===== src/rtl/seq_mult_iter_if.sv =====
// Handshake and operand/result bundle for the iterative multiplier.
// The master side issues start, mode and operands.
// The slave side (the multiplier) returns busy, done and the product.
interface seq_mult_iter_if #(
  parameter int WIDTH = 32
);
  logic               start;
  logic               signed_en;
  logic [WIDTH-1:0]   in1;
  logic [WIDTH-1:0]   in2;
  logic               busy;
  logic               done;
  logic [2*WIDTH-1:0] prod;

  modport master (
    output start,
    output signed_en,
    output in1,
    output in2,
    input  busy,
    input  done,
    input  prod
  );

  modport slave (
    input  start,
    input  signed_en,
    input  in1,
    input  in2,
    output busy,
    output done,
    output prod
  );
endinterface


===== src/rtl/seq_mult_iter.sv =====
// Multi-cycle shift-add multiplier that retires one multiplier bit per clock.
// Signed operation multiplies the magnitudes and fixes the sign once at the end.
// The product register keeps the last result until the next operation finishes.
module seq_mult_iter #(
  parameter int  WIDTH = 32,
  localparam int CNT_W = $clog2(WIDTH + 1)
) (
  input  logic           clk,
  input  logic           rst_n,
  seq_mult_iter_if.slave bus
);

  localparam int PW = 2 * WIDTH;

  typedef enum logic [1:0] {
    IDLE,
    CALC,
    FINISH
  } state_t;

  state_t           state_q, state_d;
  logic [WIDTH-1:0] mplier_q, mplier_d;
  logic [PW-1:0]    mcand_q, mcand_d;
  logic [PW-1:0]    acc_q, acc_d;
  logic [PW-1:0]    prod_q, prod_d;
  logic [CNT_W-1:0] count_q, count_d;
  logic             neg_q, neg_d;
  logic             done_q, done_d;

  logic             in1_neg;
  logic             in2_neg;
  logic [WIDTH-1:0] mag1;
  logic [WIDTH-1:0] mag2;

  // Operand magnitudes; the most negative value maps onto 2^(WIDTH-1), which still fits unsigned.
  always_comb begin
    in1_neg = bus.signed_en & bus.in1[WIDTH-1];
    in2_neg = bus.signed_en & bus.in2[WIDTH-1];
    mag1    = in1_neg ? (~bus.in1 + WIDTH'(1)) : bus.in1;
    mag2    = in2_neg ? (~bus.in2 + WIDTH'(1)) : bus.in2;
  end

  // Next-state logic: capture in IDLE, one shift-add per cycle in CALC, sign fix-up in FINISH.
  always_comb begin
    state_d  = state_q;
    mplier_d = mplier_q;
    mcand_d  = mcand_q;
    acc_d    = acc_q;
    prod_d   = prod_q;
    count_d  = count_q;
    neg_d    = neg_q;
    done_d   = 1'b0;

    case (state_q)
      IDLE: begin
        if (bus.start) begin
          mplier_d = mag1;
          mcand_d  = {{WIDTH{1'b0}}, mag2};
          neg_d    = in1_neg ^ in2_neg;
          acc_d    = '0;
          count_d  = '0;
          state_d  = CALC;
        end
      end

      CALC: begin
        if (mplier_q[0]) begin
          acc_d = acc_q + mcand_q;
        end
        mplier_d = mplier_q >> 1;
        mcand_d  = mcand_q << 1;
        count_d  = count_q + CNT_W'(1);
        if (count_q == CNT_W'(WIDTH - 1)) begin
          state_d = FINISH;
        end
      end

      FINISH: begin
        prod_d  = neg_q ? (~acc_q + PW'(1)) : acc_q;
        done_d  = 1'b1;
        state_d = IDLE;
      end

      default: begin
        state_d = IDLE;
      end
    endcase
  end

  // State and datapath registers; reset aborts any operation in flight and clears the product.
  always_ff @(posedge clk or negedge rst_n) begin
    if (!rst_n) begin
      state_q  <= IDLE;
      mplier_q <= '0;
      mcand_q  <= '0;
      acc_q    <= '0;
      prod_q   <= '0;
      count_q  <= '0;
      neg_q    <= 1'b0;
      done_q   <= 1'b0;
    end else begin
      state_q  <= state_d;
      mplier_q <= mplier_d;
      mcand_q  <= mcand_d;
      acc_q    <= acc_d;
      prod_q   <= prod_d;
      count_q  <= count_d;
      neg_q    <= neg_d;
      done_q   <= done_d;
    end
  end

  assign bus.busy = (state_q != IDLE);
  assign bus.done = done_q;
  assign bus.prod = prod_q;

endmodule


===== src/flat_wrapper.sv =====
// flat-port wrapper written by rule: the top's interface ports become plain ports
module seq_mult_iter_flat 
#(
  parameter int  WIDTH = 32,
  localparam int CNT_W = $clog2(WIDTH + 1)
)
  (clk, rst_n, bus_start, bus_signed_en, bus_in1, bus_in2, bus_busy, bus_done, bus_prod);
  seq_mult_iter_if #(.WIDTH(WIDTH)) bus_i ();
  input  logic clk;
  input  logic rst_n;
  input wire logic [$bits(bus_i.start)-1:0] bus_start;
  input wire logic [$bits(bus_i.signed_en)-1:0] bus_signed_en;
  input wire logic [$bits(bus_i.in1)-1:0] bus_in1;
  input wire logic [$bits(bus_i.in2)-1:0] bus_in2;
  output wire logic [$bits(bus_i.busy)-1:0] bus_busy;
  output wire logic [$bits(bus_i.done)-1:0] bus_done;
  output wire logic [$bits(bus_i.prod)-1:0] bus_prod;
  assign bus_i.start = bus_start;
  assign bus_i.signed_en = bus_signed_en;
  assign bus_i.in1 = bus_in1;
  assign bus_i.in2 = bus_in2;
  assign bus_busy = bus_i.busy;
  assign bus_done = bus_i.done;
  assign bus_prod = bus_i.prod;
  seq_mult_iter #(.WIDTH(WIDTH)) u_core (.clk(clk), .rst_n(rst_n), .bus(bus_i));
endmodule

===== config.mk =====
export PLATFORM = sky130hd
export DESIGN_NAME = seq_mult_iter_flat
export DESIGN_NICKNAME = d
export VERILOG_FILES = /design/src/rtl/seq_mult_iter_if.sv /design/src/rtl/seq_mult_iter.sv /design/src/flat_wrapper.sv
export SDC_FILE = /design/constraint.sdc
export NUM_CORES = 1
export LEC_CHECK = 0
export BUFFER_PORTS_ARGS = -buffer_cell sky130_fd_sc_hd__clkbuf_2
export CORE_MARGIN = 8
export CORE_UTILIZATION = 55
export DETAILED_ROUTE_END_ITERATION = 10
export GPL_ROUTABILITY_DRIVEN = 0
export HOLD_SLACK_MARGIN = 0.08
export PLACE_DENSITY = 0.82
export SLEW_MARGIN = 25
export SYNTH_ARGS = -nofsm -noshare
export SYNTH_HDL_FRONTEND = slang
export SYNTH_SLANG_ARGS = --single-unit

===== constraint.sdc =====
create_clock -name clk -period 4 [get_ports clk]
set_input_delay 0.8 -clock clk [delete_from_list [all_inputs] [get_ports clk]]
set_output_delay 0.8 -clock clk [all_outputs]
set_load 0.01 [all_outputs]

# After elaboration in Yosys (flattened, before gate mapping)
# Cells that the tools add are included.
# totals
out_inout_bits,66
word_cells,48
reg_bits,234
# classes
eq_ne,6
muxes,16
n_addsub,5
reduce_logical,7
bitwise_logic,6
# op_table
op,n
64-bit two-way mux,4
64-bit one-hot mux with 2 select lines,2
32-bit two-way mux,3
32-bit by 1-bit adder with 32-bit output (second input constant),2
64-bit by 1-bit adder with 64-bit output (second input constant),1
64-bit adder,1
32-bit NOT,2
64-bit NOT,1
32-bit one-hot mux with 2 select lines,1
6-bit one-hot mux with 2 select lines,1
6-bit by 1-bit adder with 6-bit output (second input constant),1
6-bit by 5-bit == test with 1-bit output (second input constant),1
6-bit two-way mux,1
2-bit AND reduction,3
2-bit two-way mux,2
2-bit by 1-bit != test with 1-bit output (second input constant),2
2-bit one-hot mux with 2 select lines,1
2-bit nonzero test,2
3-bit AND reduction,1
1-bit AND,2
2-bit by 1-bit == test with 1-bit output (second input constant),1
2-bit == test (second input constant),1
2-bit zero test,1
2-bit != test (second input constant),1
2 further kinds,2

# Depth between registers and ports, before layout
# Gate-level depths: netlist of run 1.
# logic_depth
depth_word,5
mapped_depth,13

# Least setup slack after synthesis of run 1
# No wires, ideal clock.
# synth_path
path_kind,register to register
start,reg u_core.acc_q[15]
end,reg u_core.acc_q[61]
setup_time_ns,0.129
required_time_ns,3.871
slack_ns,0.532
arrival_ns,3.339
path_stages_with_launch,13
path_cell_list,dfrtp_1 > ha_1 > clkbuf_1 > and3_1 > nand2_1 > or3_1 > o221ai_1 > a311oi_1 > o41ai_1 > a21oi_1 > o41ai_1 > xnor2_1 > o21ai_1
# synth_between
elab_chain_len,3
# synth_lines
element,line,text
"start, declared",seq_mult_iter.sv:24,"logic [PW-1:0] acc_q, acc_d;"
"start signal, assigned",seq_mult_iter.sv:96,acc_q <= '0;
"start signal, assigned",seq_mult_iter.sv:105,acc_q <= acc_d;
64-bit adder,seq_mult_iter.sv:68,acc_d = acc_q + mcand_q;
64-bit two-way mux,seq_mult_iter.sv:67,if (mplier_q[0]) begin
64-bit one-hot mux with 2 select lines,seq_mult_iter.sv:54,case (state_q)
# No other way between the ends. The select of a mux whose other input is x is not followed.
# A chain may end at the register's enable or synchronous reset.

# Worst setup path after layout of run 1
# layout_path
start,reg u_core.acc_q[17]
end,reg u_core.acc_q[58]
# Same word-level chain as after synthesis.

==> run summary, run 1 <==
The run finished with clean final reports. The tools report the vias after detailed routing as 13.8k. The async set-reset flop share out of synthesis works out to 100%. The run gives 0 as the number of synthesis warnings. After clock tree synthesis, the setup repair step added 0 buffers. The cell row count was 61; the synthesis-to-layout area growth was 11.7%. Leaving out fill and tap cells, the most frequent cell in the layout is nand2_1. Total grt overflow: 0. Class of the most critical hold timing path: in2async. The root buffer cell chosen for the clock tree is clkbuf_16. The logs give 1 for the H-tree level count and 0 for the number of endpoints with negative hold slack in the final report.

The hold buffer count at cts was 0. Counting every net in the synthesized netlist gives 1954. The logs give 134 for the number of top-level design ports and 25 for the number of CTS-inserted buffers. The critical path is of the reg2reg type. The flip-flop and latch count after synthesis was 234; the clock edge transition at the registers on the reported setup and hold paths was 0.06 ns.

The area of the die was 0.0333 mm^2. The final period demand of the worst path is 3.85 ns, and the deepest clock path buffer count is 3. The required time reported for the critical path endpoint came out at 4.39 ns. The total of buffers placed on input and output ports works out to 133.

Synthesis produced a netlist whose cell count is 1818. The final number of max-transition violations was 0; the share of post-route cells with drive strength above 1 was 11.3%. The worst setup path is captured at a flip-flop. At the pin with the least slew margin, the transition time is 0.968 ns.

The logs give 0.0152 mm^2 for the post-synth design cell area and 2317 for the total of fill cells in the finished design. For the worst-skew pair, the clock arrives at the later sink with an insertion delay of 0.52 ns. After detailed routing, the average wire length per cell comes to 17.1 um. On the worst path, the slowest cell contributes a delay of 0.46 ns.

The sequential cells in the finished layout cover a total of 0.00586 mm^2. STA classifies the critical path startpoint as a flip-flop. The multi-input combinational cell area is 0.00887 mm^2.

The post-synthesis area per instance came out at 8.38 um^2. The most area-hungry cell type in the Yosys netlist is dfrtp_1. Global routing consumed, over all layers together, 23.2% of the routing resources.

Of the available clock period, the critical path in the final layout requires 96.2%. The die is 182 um wide. In this run, distinct cell masters in the synthesized netlist total 68. The predominant post-synthesis flop cell is dfrtp_1. Static timing analysis puts the maximum clock frequency at 260 MHz. Yosys mapped a number of flops with a built-in enable equal to 0.

The via count normalized by instance count works out to 6.03. Headroom to the max-slew limit came out at 35.5%. Across the VDD grid, the largest voltage drop is 0.374 mV. For this run, the number of standard cells in the final layout without fillers is 2289. The number of clock sinks is 234.

The first global-routing pass estimated 65100 um of wire. The length of the first detailed-routing pass in iterations came out at 6. The HPWL after detailed placement is 29700 um. The number of gates resized after CTS came out at 0.

The slowest stage of the critical path belongs to the cell dfrtp_1. On the final layout, the worst clock skew is 0.0153 ns. From bottom edge to top edge, the die measures 182 um. The antenna diode instance count was 0. In the layout the commonest cells are nand2_1 (298), o21ai_0 (271), dfrtp_1 (233), clkbuf_2 (132), a21oi_1 (112). The first routing iteration left 1152 violations. Entering global routing, the biggest net connects 98 pins. For this configuration, the core starts out at a cell density of 55.3%. Data on the critical path arrives at its endpoint at 4.24 ns. The post-detailed-route DRC marker count came out at 0. The fraction of the yosys area taken by sequential cells was 38.4%; the areal power density over the cells was 690 mW/mm^2. After detailed routing, the total wire length is 39200 um. In this run the static leakage power is 0.00757 uW. The core region is 0.0276 mm^2. For the number of antenna violations at the first check in global routing, the log shows 0. TritonCTS built the clock tree. Max-cap violations in this run came to 0. Maximum fanout count along the critical path: 9. In this run, placement finished with an instance count of 2247. The critical path goes through ha_1 > a21o_1 > a31oi_1 > o311ai_0 > a221o_1 > a41oi_1 > o21ai_0 > a221oi_1 > o31ai_1 > a21o_1 > a221o_1. In the post-synthesis netlist, the biggest area contributors are dfrtp_1 (38%), o21ai_0 (8.9%), nand2_1 (7.3%). The via count of the first global-routing pass is 13.2k, and the total negative slack for setup checks is 0 ns.

Setup repair after global routing left no endpoint under its margin. The post-route antenna net violation count was 0. The final layout contains 2032 nets. The top cell type by area accounts for 38.4% of the synthesized area. Setup violations remaining at the end of the flow were counted as 0.
## routing by layer
metal / wire length, um / vias to the layer above / track usage [%]
li1: - / 6660 / -
met1: 17600 / 6506 / 33.1
met2: 17000 / 550 / 35.6
met3: 3630 / 80 / 4.61
met4: 957 / 0 / 6.36
met5: 0 / - / 0
## state kept, by name, summed over array words and instances, names as in the netlist
register,flops
u_core.count_q,6
u_core.bus.done,1
u_core.mcand_q,64
u_core.mplier_q,32
u_core.neg_q,1
u_core.state_q,2
u_core.acc_q,64
u_core.bus.prod,64
## worst max-delay path: cells and delay by family (launching register included)
family | cells | cell delay (ns)
adders and majority gates | 1 | 0.45
DFF | 1 | 0.46
AOI/OAI and AO/OA | 10 | 2.80
## kinds of logic after synthesis
| family | count (synthesis) | share of synthesized area (%) |
|---|---|---|
| adders and majority gates | 68 | 5.63 |
| buffers and inverters | 141 | 3.57 |
| and+or+nand+nor | 576 | 17.4 |
| AOI/OAI and AO/OA | 617 | 24.5 |
| xor gates and xnor gates | 176 | 10.1 |
| DFF | 234 | 38.4 |
| muxes | 6 | 0.394 |
## metrics by stage
step | hold slack [ns] | setup slack (ns) | instance area, um^2 | power [uW] | util [%]
5_1_grt | 0.339 | 0.000393 | 17000 | 12600 | 61.8
3_3_place_gp | 0.460 | 0.291 | 16200 | 9120 | 58.8
4_1_cts | 0.329 | 0.199 | 17000 | 11700 | 61.8
2_1_floorplan | 0.455 | 0.532 | 15200 | 7820 | -
6_report | 0.300 | 0.151 | 17000 | 11700 | 61.8
3_5_place_dp | 0.469 | 0.209 | 16200 | 9340 | 58.8
## cell usage after synthesis (12+ instances only)
cell type	n
ha_1	67
o41ai_1	13
o21ai_1	12
nand4_1	24
inv_1	31
nor3_1	29
nand2b_1	19
nand3_1	25
xor2_1	105
o21ai_0	271
a21oi_1	112
xnor2_1	71
a22oi_1	60
clkbuf_1	103
nor2_1	85
o21bai_1	19
or3_1	23
a31oi_1	12
nand2_1	298
dfrtp_1	234
a21o_1	28
o31ai_1	36
nor4_1	14
## where the power goes
group          switching, uW  internal, uW
Clock                    918          1350
Sequential               846          3010
Combinational           3420          2190
## worst paths after layout
path,endpoint,startpoint,cells after the start,slack (ns)
min,u_core.mcand_q[14]$_DFFE_PN0P_,rst_n,1,0.30
max reg2reg,u_core.acc_q[58]$_DFFE_PN0P_,u_core.acc_q[17]$_DFFE_PN0P_,11,0.15
max,u_core.acc_q[58]$_DFFE_PN0P_,u_core.acc_q[17]$_DFFE_PN0P_,11,0.15
min in group clk,u_core.bus.prod[52]$_DFFE_PN0P_,u_core.bus.prod[52]$_DFFE_PN0P_,2,0.47
max in group asynchronous,u_core.bus.prod[32]$_DFFE_PN0P_,rst_n,2,2.81
min reg2reg,u_core.bus.prod[52]$_DFFE_PN0P_,u_core.bus.prod[52]$_DFFE_PN0P_,2,0.47
## layout make-up
| class | count | area share [%] |
|---|---|---|
| flip-flops and latches | 234 | 34.4 |
| clock inverters | 7 | 0.581 |
| well taps | 378 | 2.78 |
| inverters | 31 | 0.684 |
| multi-input cells | 1443 | 52.1 |
| repair buffers | 161 | 5.28 |
| clock buffers | 35 | 4.13 |
Note: power is estimated with default switching activity, not from simulation.
==> run 2, diff against run 1 <==
PLACE_DENSITY = not set   (was 0.82)
PLACE_DENSITY_LB_ADDON = 0.1   (was not set)
==> run summary, run 2 (synthesized netlist as in run 1, its figures left out) <==
The flow ran to the end, and the final reports show no timing, DRC or antenna violations. The share of post-route cells with drive strength above 1 was 11.6% (was 11.3%); the total grt overflow was 0 (unchanged). The total negative slack for setup checks came out at 0 ns (unchanged). Cell type group with the largest total delay on the critical path: simple AND/OR/NAND/NOR gates (was compound AO/OA/AOI/OAI gates). The x dimension of the die was 182 um (unchanged).

The share of the clock period used by the worst path is 95.6% (was 96.2%), and the initial cell density of the core is 55.3% (unchanged). The number of clock sinks was 234 (unchanged); the number of top-level design ports was 134 (unchanged). The tools report the final number of max-transition violations as 0 (unchanged). The post-detailed-route DRC marker count is 0 (unchanged). The die height was 182 um (unchanged); the maximum fanout count along the critical path was 8 (was 9). The run gives 0.0276 mm^2 (unchanged) as the core footprint. The clock latency reported for the late side of the worst-skew pair is 0.54 ns (was 0.52 ns). The tools report the H-tree level count as 1 (unchanged). The cell count along the critical path is 10 (was 11), and the via count normalized by instance count is 5.81 (was 6.03). Slowest library cell on the worst path: or4_1 (was dfrtp_1). Leading cell types in the layout, fill and taps excluded: nand2_1 (298), o21ai_0 (271), dfrtp_1 (233), clkbuf_2 (132), a21oi_1 (112) (unchanged). The wire length after detailed routing was 38900 um (was 39200 um). Crit path cell chain: or4_1 > or2_1 > nor3_4 > nand3_2 > or4_4 > or2_1 > or4_1 > o41ai_4 > xor2_1 > o21ai_1 (was ha_1 > a21o_1 > a31oi_1 > o311ai_0 > a221o_1 > a41oi_1 > o21ai_0 > a221oi_1 > o31ai_1 > a21o_1 > a221o_1). The leakage power came out at 0.00762 uW (was 0.00757 uW).

Type of element capturing the critical path: a flip-flop (unchanged). The critical path's largest stage delay works out to 0.60 ns (was 0.46 ns). The logs give 23.0% (was 23.2%) for the global-route usage over all layers and 13.3k (was 13.8k) for the vias after detailed routing.

For the via count of the first global-routing pass, the log shows 12.6k (was 13.2k). The synthesis-to-layout area growth is 12.3% (was 11.7%), and the length of the first detailed-routing pass in iterations is 7 (was 6). Class of the most critical hold timing path: in2async (unchanged). For the post-route antenna net violation count, the log shows 0 (unchanged).

Cell count of the worst reg-to-reg path: 10 (was 11). The worst hold slack is 0.141 ns (was 0.300 ns), and the required time reported for the critical path endpoint is 4.39 ns (about the same). The routed wirelength normalized by instance count is 17.0 um (was 17.1 um), and the number of setup violations in the final report is 0 (unchanged).

The run gives 3 (unchanged) as the deepest clock path buffer count. The data arrival time of the critical path was 4.22 ns (was 4.24 ns). Number of nets in the layout: 2036 (was 2032). Kind of critical path: reg2reg (unchanged). The areal power density over the cells was 695 mW/mm^2 (was 690 mW/mm^2); the area of the die was 0.0333 mm^2 (unchanged). The slew at the pin closest to its max-slew limit works out to 0.812 ns (was 0.968 ns).

The logs give 0 (unchanged) for the max-capacitance violation count and 45.4% (was 35.5%) for the remaining max-slew budget at the tightest pin. The logs give 0 (unchanged) for the number of antenna violations at the first check in global routing and 262 MHz (was 260 MHz) for the highest clock frequency the design can meet. Final period demand of the worst path: 3.82 ns (was 3.85 ns). The clock skew after layout came out at 0.0114 ns (was 0.0153 ns). Setup repair after global routing left no endpoint under its margin. Number of CTS-inserted buffers: 26 (was 25). Number of buffers and inverters on the critical path: 0 (unchanged).

Final HPWL from detailed placement: 29600 um (was 29700 um). The antenna diode instance count is 0 (unchanged). The number of endpoints with negative hold slack in the final report is 0 (unchanged). The clock edge transition at the registers on the reported setup and hold paths was 0.06 ns (about the same). The most common cell after layout, fill and taps aside is nand2_1 (unchanged). The tools report the hold buffer count at cts as 0 (unchanged). The tools report the worst voltage drop across the vdd grid as 0.392 mV (was 0.374 mV). Critical path launch point type: a flip-flop (unchanged).

The cell row count came out at 61 (unchanged). The pin count of the biggest net entering global routing was 107 (was 98); the total of buffers placed on input and output ports was 133 (unchanged). The overall power consumption came out at 11900 uW (was 11700 uW). The wire length of the first global-routing pass was 63700 um (was 65100 um). The tools report the cell at the root of the clock tree as clkbuf_16 (unchanged). TritonCTS built the clock tree. The run gives 1033 (was 1152) as the number of DRC violations after detailed-routing iteration 0.
==> run 2: cell types whose count changed in the layout (fill, tap and decap cells not counted), moves of 2 or more <==
cell       previous run  this run
clkinv_2              2         4
buf_4                27        29
clkbuf_1              6         8
clkbuf_16            25        27
inv_6                 2         0
==> run 2: cell type report <==
cell class | count | area [um^2]
tap | 378 | 473
timing repair buffer | 164 | 933
fill | 2407 | 10400
multi-input combinational | 1443 | 8870
clock buffer | 38 | 747
sequential | 234 | 5860
inverter | 31 | 116
clock inverter | 8 | 118
==> run 2: final timing paths <==
kind	startpoint	end	slack, ns
worst max-delay path	u_core.acc_q[10]$_DFFE_PN0P_	u_core.bus.prod[58]$_DFFE_PN0P_	0.18
worst min-delay path	rst_n	u_core.mcand_q[13]$_DFFE_PN0P_	0.14
worst max register to register	u_core.acc_q[10]$_DFFE_PN0P_	u_core.bus.prod[58]$_DFFE_PN0P_	0.18
worst min register to register	u_core.bus.prod[21]$_DFFE_PN0P_	u_core.bus.prod[21]$_DFFE_PN0P_	0.47
max in group asynchronous	rst_n	u_core.bus.prod[54]$_DFFE_PN0P_	2.96
min in group clk	u_core.bus.prod[21]$_DFFE_PN0P_	u_core.bus.prod[21]$_DFFE_PN0P_	0.47
==> run 2: report_power, final <==
part	internal (uW)	switching (uW)	total, uW
sequential	3010	836	3850
combinational	2210	3430	5630
clock	1480	941	2420
==> run 2: per-stage QoR <==
stage / setup slack (ns) / cell area (um^2) / util [%] / std cells
4_1_cts: 0.190 / 17100 / 62.1 / 2296
5_1_grt: 0.0282 / 17100 / 62.1 / 2296
6_report: 0.178 / 17100 / 62.1 / 2296
3_3_place_gp: 0.255 / 16200 / 58.9 / 2249
3_5_place_dp: 0.192 / 16200 / 59.0 / 2250
2_1_floorplan: 0.532 / 15200 / - / 1818
==> run 2: per-layer routing <==
metal  routed length, um  global-route usage (%)  vias to the layer above
met3                3160                    3.60                       47
li1                    -                       -                     6691
met5                   0                       0                        -
met1               19200                    35.6                     6174
met4                 718                    5.61                        0
met2               15800                    32.9                      423
==> run 2: repair_timing <==
item                                   4_1_cts  5_1_grt
setup endpoints to repair                    0        2
resized for setup                            0        1
endpoints found under the hold margin        0        0
buffers inserted                             0        0
